`config.mk`:
```
export PLATFORM = sky130hd
export DESIGN_NAME = trigger_manager_multi_flat
export DESIGN_NICKNAME = d
export VERILOG_FILES = /design/src/rtl/trigger_manager_multi_if.sv /design/src/rtl/trigger_manager_multi.sv /design/src/flat_wrapper.sv
export SDC_FILE = /design/constraint.sdc
export NUM_CORES = 1
export LEC_CHECK = 0
export BUFFER_PORTS_ARGS = -buffer_cell sky130_fd_sc_hd__buf_2
export CAP_MARGIN = 20
export CORE_AREA = 2 2 134 136
export CTS_BUF_LIST = sky130_fd_sc_hd__clkbuf_4
export DETAILED_ROUTE_END_ITERATION = 12
export DIE_AREA = 0 0 136 138
export MAX_ROUTING_LAYER = met4
export PLACE_DENSITY = 0.77
export SYNTH_ARGS = -nofsm -noshare
export SYNTH_HDL_FRONTEND = slang
export SYNTH_SLANG_ARGS = --single-unit
```
`constraint.sdc`:
```
create_clock -name clk -period 3 [get_ports clk]
set_input_delay 0 -clock clk [delete_from_list [all_inputs] [get_ports clk]]
set_output_delay 0 -clock clk [all_outputs]
set_load 0.01 [all_outputs]
```
`src/rtl/trigger_manager_multi_if.sv`:
```
// Readout-FIFO record channel of the fill sequencer.
// Handshake: the master raises fifo_valid with fifo_data and holds both stable
// until a cycle in which fifo_ready is also high; that edge transfers the record.
interface trigger_manager_multi_if #(
  parameter int DATA_W = 30
) ();
  logic              fifo_valid;
  logic              fifo_ready;
  logic [DATA_W-1:0] fifo_data;

  modport master (output fifo_valid, output fifo_data, input fifo_ready);
  modport slave  (input fifo_valid, input fifo_data, output fifo_ready);
endinterface

```
`src/rtl/trigger_manager_multi.sv`:
```
// Fill sequencer: queues accepted triggers with their fill numbers, runs one
// fill at a time across the enabled channels (bounded by a timeout) and hands
// a {timeout, done_seen, fill_num} record to the readout FIFO.
module trigger_manager_multi #(
  parameter int NUM_CHAN       = 5,
  parameter int FILL_NUM_W     = 24,
  parameter int TRIG_DEPTH     = 4,
  parameter int TIMEOUT_CYCLES = 4096
) (
  input  logic                          clk,
  input  logic                          reset_n,
  input  logic                          trigger,
  input  logic                          cm_busy,
  input  logic [NUM_CHAN-1:0]           chan_enable,
  input  logic [NUM_CHAN-1:0]           done,
  output logic [NUM_CHAN-1:0]           go,
  trigger_manager_multi_if.master       fifo,
  output logic [FILL_NUM_W-1:0]         fill_num,
  output logic [$clog2(TRIG_DEPTH):0]   trig_pending,
  output logic [15:0]                   trig_dropped,
  output logic [1:0]                    o_dbg_state
);

  localparam int PTR_W = $clog2(TRIG_DEPTH);
  localparam int CNT_W = PTR_W + 1;
  localparam int TMR_W = $clog2(TIMEOUT_CYCLES);
  localparam int REC_W = 1 + NUM_CHAN + FILL_NUM_W;
  localparam logic [TMR_W-1:0] TMR_LAST = TMR_W'(TIMEOUT_CYCLES - 1);

  typedef enum logic [1:0] {
    S_IDLE  = 2'd0,
    S_FILL  = 2'd1,
    S_STORE = 2'd2
  } state_t;

  state_t                r_state;
  state_t                w_state_nxt;

  logic [FILL_NUM_W-1:0] r_queue [TRIG_DEPTH];
  logic [PTR_W-1:0]      r_wr_ptr;
  logic [PTR_W-1:0]      r_rd_ptr;
  logic [CNT_W-1:0]      r_count;
  logic [FILL_NUM_W-1:0] r_fill_num;
  logic [15:0]           r_dropped;

  logic [FILL_NUM_W-1:0] r_cur_fill;
  logic [NUM_CHAN-1:0]   r_en_q;
  logic [NUM_CHAN-1:0]   r_done_seen;
  logic [TMR_W-1:0]      r_timer;
  logic [NUM_CHAN-1:0]   r_go;
  logic [REC_W-1:0]      r_rec;

  logic                  w_full;
  logic                  w_empty;
  logic                  w_accept;
  logic                  w_push;
  logic                  w_drop;
  logic                  w_pop;
  logic                  w_finish;
  logic                  w_timeout;
  logic [NUM_CHAN-1:0]   w_seen_nxt;
  logic                  w_all_done;
  logic                  w_timer_last;
  logic [FILL_NUM_W-1:0] w_fill_inc;

  assign w_full       = (r_count == CNT_W'(TRIG_DEPTH));
  assign w_empty      = (r_count == '0);
  assign w_accept     = trigger & ~cm_busy;
  assign w_push       = w_accept & ~w_full;
  assign w_drop       = w_accept & w_full;
  assign w_fill_inc   = r_fill_num + FILL_NUM_W'(1);
  // A done seen in the completing cycle counts, so the final mask includes it.
  assign w_seen_nxt   = r_done_seen | (done & r_en_q);
  // Disabled channels count as complete, so an empty mask finishes at once.
  assign w_all_done   = &(w_seen_nxt | ~r_en_q);
  assign w_timer_last = (r_timer == TMR_LAST);

  assign go              = r_go;
  assign fifo.fifo_valid = (r_state == S_STORE);
  assign fifo.fifo_data  = r_rec;
  assign fill_num        = r_fill_num;
  assign trig_pending    = r_count;
  assign trig_dropped    = r_dropped;
  assign o_dbg_state     = r_state;

  // Next state, queue pop and fill completion; completion beats timeout.
  always_comb begin
    w_state_nxt = r_state;
    w_pop       = 1'b0;
    w_finish    = 1'b0;
    w_timeout   = 1'b0;
    unique case (r_state)
      S_IDLE: begin
        if (!w_empty) begin
          w_pop       = 1'b1;
          w_state_nxt = S_FILL;
        end
      end
      S_FILL: begin
        if (w_all_done) begin
          w_finish    = 1'b1;
          w_state_nxt = S_STORE;
        end else if (w_timer_last) begin
          w_finish    = 1'b1;
          w_timeout   = 1'b1;
          w_state_nxt = S_STORE;
        end
      end
      S_STORE: begin
        if (fifo.fifo_ready) w_state_nxt = S_IDLE;
      end
      default: w_state_nxt = S_IDLE;
    endcase
  end

  // State register.
  always_ff @(posedge clk or negedge reset_n) begin
    if (!reset_n) r_state <= S_IDLE;
    else          r_state <= w_state_nxt;
  end

  // Queue storage; contents are only meaningful below r_count.
  always_ff @(posedge clk) begin
    if (w_push) r_queue[r_wr_ptr] <= w_fill_inc;
  end

  // Queue pointers and occupancy; simultaneous push and pop leave it unchanged.
  always_ff @(posedge clk or negedge reset_n) begin
    if (!reset_n) begin
      r_wr_ptr <= '0;
      r_rd_ptr <= '0;
      r_count  <= '0;
    end else begin
      if (w_push) r_wr_ptr <= r_wr_ptr + PTR_W'(1);
      if (w_pop)  r_rd_ptr <= r_rd_ptr + PTR_W'(1);
      case ({w_push, w_pop})
        2'b10:   r_count <= r_count + CNT_W'(1);
        2'b01:   r_count <= r_count - CNT_W'(1);
        default: r_count <= r_count;
      endcase
    end
  end

  // Fill numbering and saturating count of triggers lost to a full queue.
  always_ff @(posedge clk or negedge reset_n) begin
    if (!reset_n) begin
      r_fill_num <= '0;
      r_dropped  <= '0;
    end else begin
      if (w_push) r_fill_num <= w_fill_inc;
      if (w_drop && (r_dropped != 16'hFFFF)) r_dropped <= r_dropped + 16'd1;
    end
  end

  // Per-fill context: mask and go latched at start, record captured at finish.
  always_ff @(posedge clk or negedge reset_n) begin
    if (!reset_n) begin
      r_cur_fill  <= '0;
      r_en_q      <= '0;
      r_done_seen <= '0;
      r_timer     <= '0;
      r_go        <= '0;
      r_rec       <= '0;
    end else if (w_pop) begin
      r_cur_fill  <= r_queue[r_rd_ptr];
      r_en_q      <= chan_enable;
      r_done_seen <= '0;
      r_timer     <= '0;
      r_go        <= chan_enable;
    end else if (r_state == S_FILL) begin
      r_done_seen <= w_seen_nxt;
      r_timer     <= r_timer + TMR_W'(1);
      if (w_finish) begin
        r_go  <= '0;
        r_rec <= {w_timeout, w_seen_nxt, r_cur_fill};
      end
    end
  end

endmodule

```
`src/flat_wrapper.sv`:
```
// flat-port wrapper written by rule: the top's interface ports become plain ports
module trigger_manager_multi_flat 
#(
  parameter int NUM_CHAN       = 5,
  parameter int FILL_NUM_W     = 24,
  parameter int TRIG_DEPTH     = 4,
  parameter int TIMEOUT_CYCLES = 4096
)
  (clk, reset_n, trigger, cm_busy, chan_enable, done, go, fill_num, trig_pending, trig_dropped, o_dbg_state, fifo_fifo_valid, fifo_fifo_data, fifo_fifo_ready);
  trigger_manager_multi_if #(.DATA_W((1 + (5) + (24)))) fifo_i ();
  input  logic clk;
  input  logic reset_n;
  input  logic trigger;
  input  logic cm_busy;
  input  logic [NUM_CHAN-1:0] chan_enable;
  input  logic [NUM_CHAN-1:0] done;
  output logic [NUM_CHAN-1:0] go;
  output logic [FILL_NUM_W-1:0] fill_num;
  output logic [$clog2(TRIG_DEPTH):0] trig_pending;
  output logic [15:0] trig_dropped;
  output logic [1:0] o_dbg_state;
  output wire logic [$bits(fifo_i.fifo_valid)-1:0] fifo_fifo_valid;
  output wire logic [$bits(fifo_i.fifo_data)-1:0] fifo_fifo_data;
  input wire logic [$bits(fifo_i.fifo_ready)-1:0] fifo_fifo_ready;
  assign fifo_fifo_valid = fifo_i.fifo_valid;
  assign fifo_fifo_data = fifo_i.fifo_data;
  assign fifo_i.fifo_ready = fifo_fifo_ready;
  trigger_manager_multi #(.NUM_CHAN(NUM_CHAN), .FILL_NUM_W(FILL_NUM_W), .TRIG_DEPTH(TRIG_DEPTH), .TIMEOUT_CYCLES(TIMEOUT_CYCLES)) u_core (.clk(clk), .reset_n(reset_n), .trigger(trigger), .cm_busy(cm_busy), .chan_enable(chan_enable), .done(done), .go(go), .fifo(fifo_i), .fill_num(fill_num), .trig_pending(trig_pending), .trig_dropped(trig_dropped), .o_dbg_state(o_dbg_state));
endmodule
```
==> run metrics <==
Layout area overhead 17.0%; initial antenna violation count 0; Rel. slew slack 0.534; H-tree depth 2; clk_skew 20.1 ps; Post-Syn Instances 691; CTS max path bufs 3; starting density of the core 0.535; Post-Syn Nets 715; Initial DRT Pass Iterations 5; status finished clean; multi-input combinational cell area 3060 um^2; worst skew pair latency 650 ps; ranking of synthesized cells by area dfrtp_1 (35%), edfxtp_1 (31%), mux4_2 (5.8%); async set or reset register ratio after synthesis 0.575; Leakage Power 4.85 nW; pin slew with the least headroom to its limit 700 ps; Period minus WS final 2450 ps; crit path to u_core.fifo.fifo_data[23]$_DFFE_PN0P_; crit share post-route 0.818; simple-gate portion of the synthesized area 0.128; first-pass GRT wire length 30300 um; Hold Slack 112 ps; fmax 0.408 GHz; final hold vios 0; R2R Path Start u_core.r_en_q[1]$_DFFE_PN0N_; worst vdd ir 0.595 mV; total track usage 0.209; die area 18800 um^2; most frequent cells in the layout dfrtp_1 (130), nand2_1 (126), edfxtp_1 (96), buf_2 (94), clkbuf_4 (86); CTS tree done; Final Wtd Congestion 0.805; num ports 96; vias per cell 5.40; Die Width 136 um; Synth Area in Compound Gates 0.0367; Power Dens Cells 924 nW/um^2; core box area 17500 um^2; R2R cell count 5; max_cap viols 0; Worst-path clk slew 70 ps; sequential fraction of the synthesis area 0.654; first element of the critical path u_core.r_en_q[1]$_DFFE_PN0N_; Netlist cell types 55; syn avg cell area 13.6 um^2; number of synthesized register bits 226; Pins Over Slew Limit 0; DRT iter0 DRCs 308; synthesized-area fraction occupied by adder cells 0.0128; Fillers 1346; Worst setup EP type flop; Seq. cell area 6140 um^2; Post-synth EDFFs 96; cts bufs inserted 54; # port buffers 95; unrepaired setup endpoints after global routing false; final net count 869; Clock Tree Root clkbuf_4; wire length on met3 974 um; DRC violations left 0; clk sinks 226; post-synth top area cell dfrtp_1; Post-DRT Antenna Nets 0; Synth top area share 0.347; post-DP HPWL 12200 um; top_reg_cell synth dfrtp_1; worst hold-check path type in -> reg; post-CTS sizing 0; number of global-route vias before repair 6140; CP Max Fanout 16; worst path required time 3520 ps; largest net degree at the start of global routing 131; GRT overflow 0; FP Rows 49; startpoint types flop; Routed wire per std cell 16.6 um; layout cell share with drive strength beyond 1 0.297; Reg2Reg Setup Slack 550 ps; largest family of logic cells by synthesized area simple AND/OR/NAND/NOR gates; post-synthesis xor/xnor area fraction 0.0588; Syn. warnings 0; crit path DAT 2970 ps; Vert. Die Dim 138 um; crit path kind reg -> reg; drt total wl 18500 um; WL met1 8110 um; mux cell area share after synthesis 0.0886; metal2 WL 8960 um; Vias 6025; highest metal used met4; cts hold-fix bufs 16; most common cell after layout, fill and taps aside dfrtp_1; RR Endpoint u_core.fifo.fifo_data[23]$_DFFE_PN0P_; n_diodes 0; postcts setup bufs 0; Setup TNS Final 0 ps; Cell Area, Synth 9390 um^2; final setup violation count 0
==> state kept, by name (all words and copies together), names as in the netlist, 3 cells and up <==
signal and count:
u_core.fill_num 24, u_core.r_cur_fill 24, u_core.go 5, u_core.r_done_seen 5, u_core.fifo.fifo_data 30, u_core.trig_pending 3
u_core.r_queue 96, u_core.r_timer 12, u_core.r_en_q 5, u_core.trig_dropped 16
==> critical path: stages (launching register included) <==
cell      delay (ps)
dfrtp_1          390
nor3b_1          150
or4_4            550
o21bai_2         500
buf_4            340
mux2_2           370
==> cell usage after synthesis, types with 3 or more instances <==
cell type  instances
a31oi_1            4
a21oi_1           21
nand3_1           16
ha_1               8
nor2b_1            3
edfxtp_1          96
xnor2_1           33
a22o_1             4
o21ai_0           16
o31ai_1            3
dfrtp_1          130
inv_1             12
xor2_1            30
buf_2              9
nor3_1             6
mux2_2            24
mux4_2            24
nand2b_1           3
nand4_1           16
nor2_2             4
nor2_1            36
nand2_1          126
and3_1            12
clkbuf_1          12
nor3b_1            4
==> routing by layer <==
metal  GRT usage  vias up
met2       0.320      200
met3      0.0451       45
met5           -        -
met1       0.275     2978
met4      0.0811        0
li1            -     2802
==> power breakdown <==
part / switching [mW] / internal, mW / total (mW) / leakage, nW
clock: 1.13 / 1.38 / 2.51 / 0.433
combinational: 1.76 / 1.34 / 3.10 / 1.88
sequential: 0.487 / 4.05 / 4.53 / 2.53
total: 3.38 / 6.76 / 10.1 / 4.85
==> worst min path at each step <==
stage | cells after the start | startpoint | slack (ps) | endpoint
after global routing | 4 | chan_enable[2] | 80 | u_core.r_en_q[2]$_DFFE_PN0N_
after global placement | 2 | reset_n | 160 | u_core.r_timer[4]$_DFFE_PN0P_
after CTS | 4 | chan_enable[2] | 60 | u_core.r_en_q[2]$_DFFE_PN0N_
final | 4 | chan_enable[2] | 110 | u_core.r_en_q[2]$_DFFE_PN0N_
after floorplan | 0 | reset_n | -300 | u_core.fifo.fifo_data[0]$_DFFE_PN0P_
after detailed placement | 2 | reset_n | 170 | u_core.r_timer[4]$_DFFE_PN0P_
==> logic make-up (layout without fill, tap and decap cells) <==
logic type / after synthesis / after routing
AO/OA/AOI/OAI: 58 / 58
XOR/XNOR: 63 / 63
adder cells (fa/ha/maj): 9 / 9
buffers and inverters: 38 / 233
flip-flops: 226 / 226
multiplexers: 50 / 50
AND/OR/NAND/NOR: 247 / 247
==> layout make-up <==
class / instances / area share
multi-input cells: 427 / 0.278
flip-flops and latches: 226 / 0.558
well taps: 229 / 0.0261
clock buffers: 86 / 0.0588
inverters: 12 / 0.00410
clock inverters: 11 / 0.00626
repair buffers: 124 / 0.0681
==> per-stage QoR <==
step	total power [mW]	cells	cell area, um^2	utilization	setup slack [ps]
detailed placement	7.69	1002	10100	0.577	580
floorplan	6.71	691	9390	-	547
CTS	10.3	1115	11000	0.627	554
finish	10.1	1115	11000	0.627	547
global route	10.8	1115	11000	0.627	454
global placement	7.48	1002	10100	0.577	654
Power figures use the tool's default switching activity.
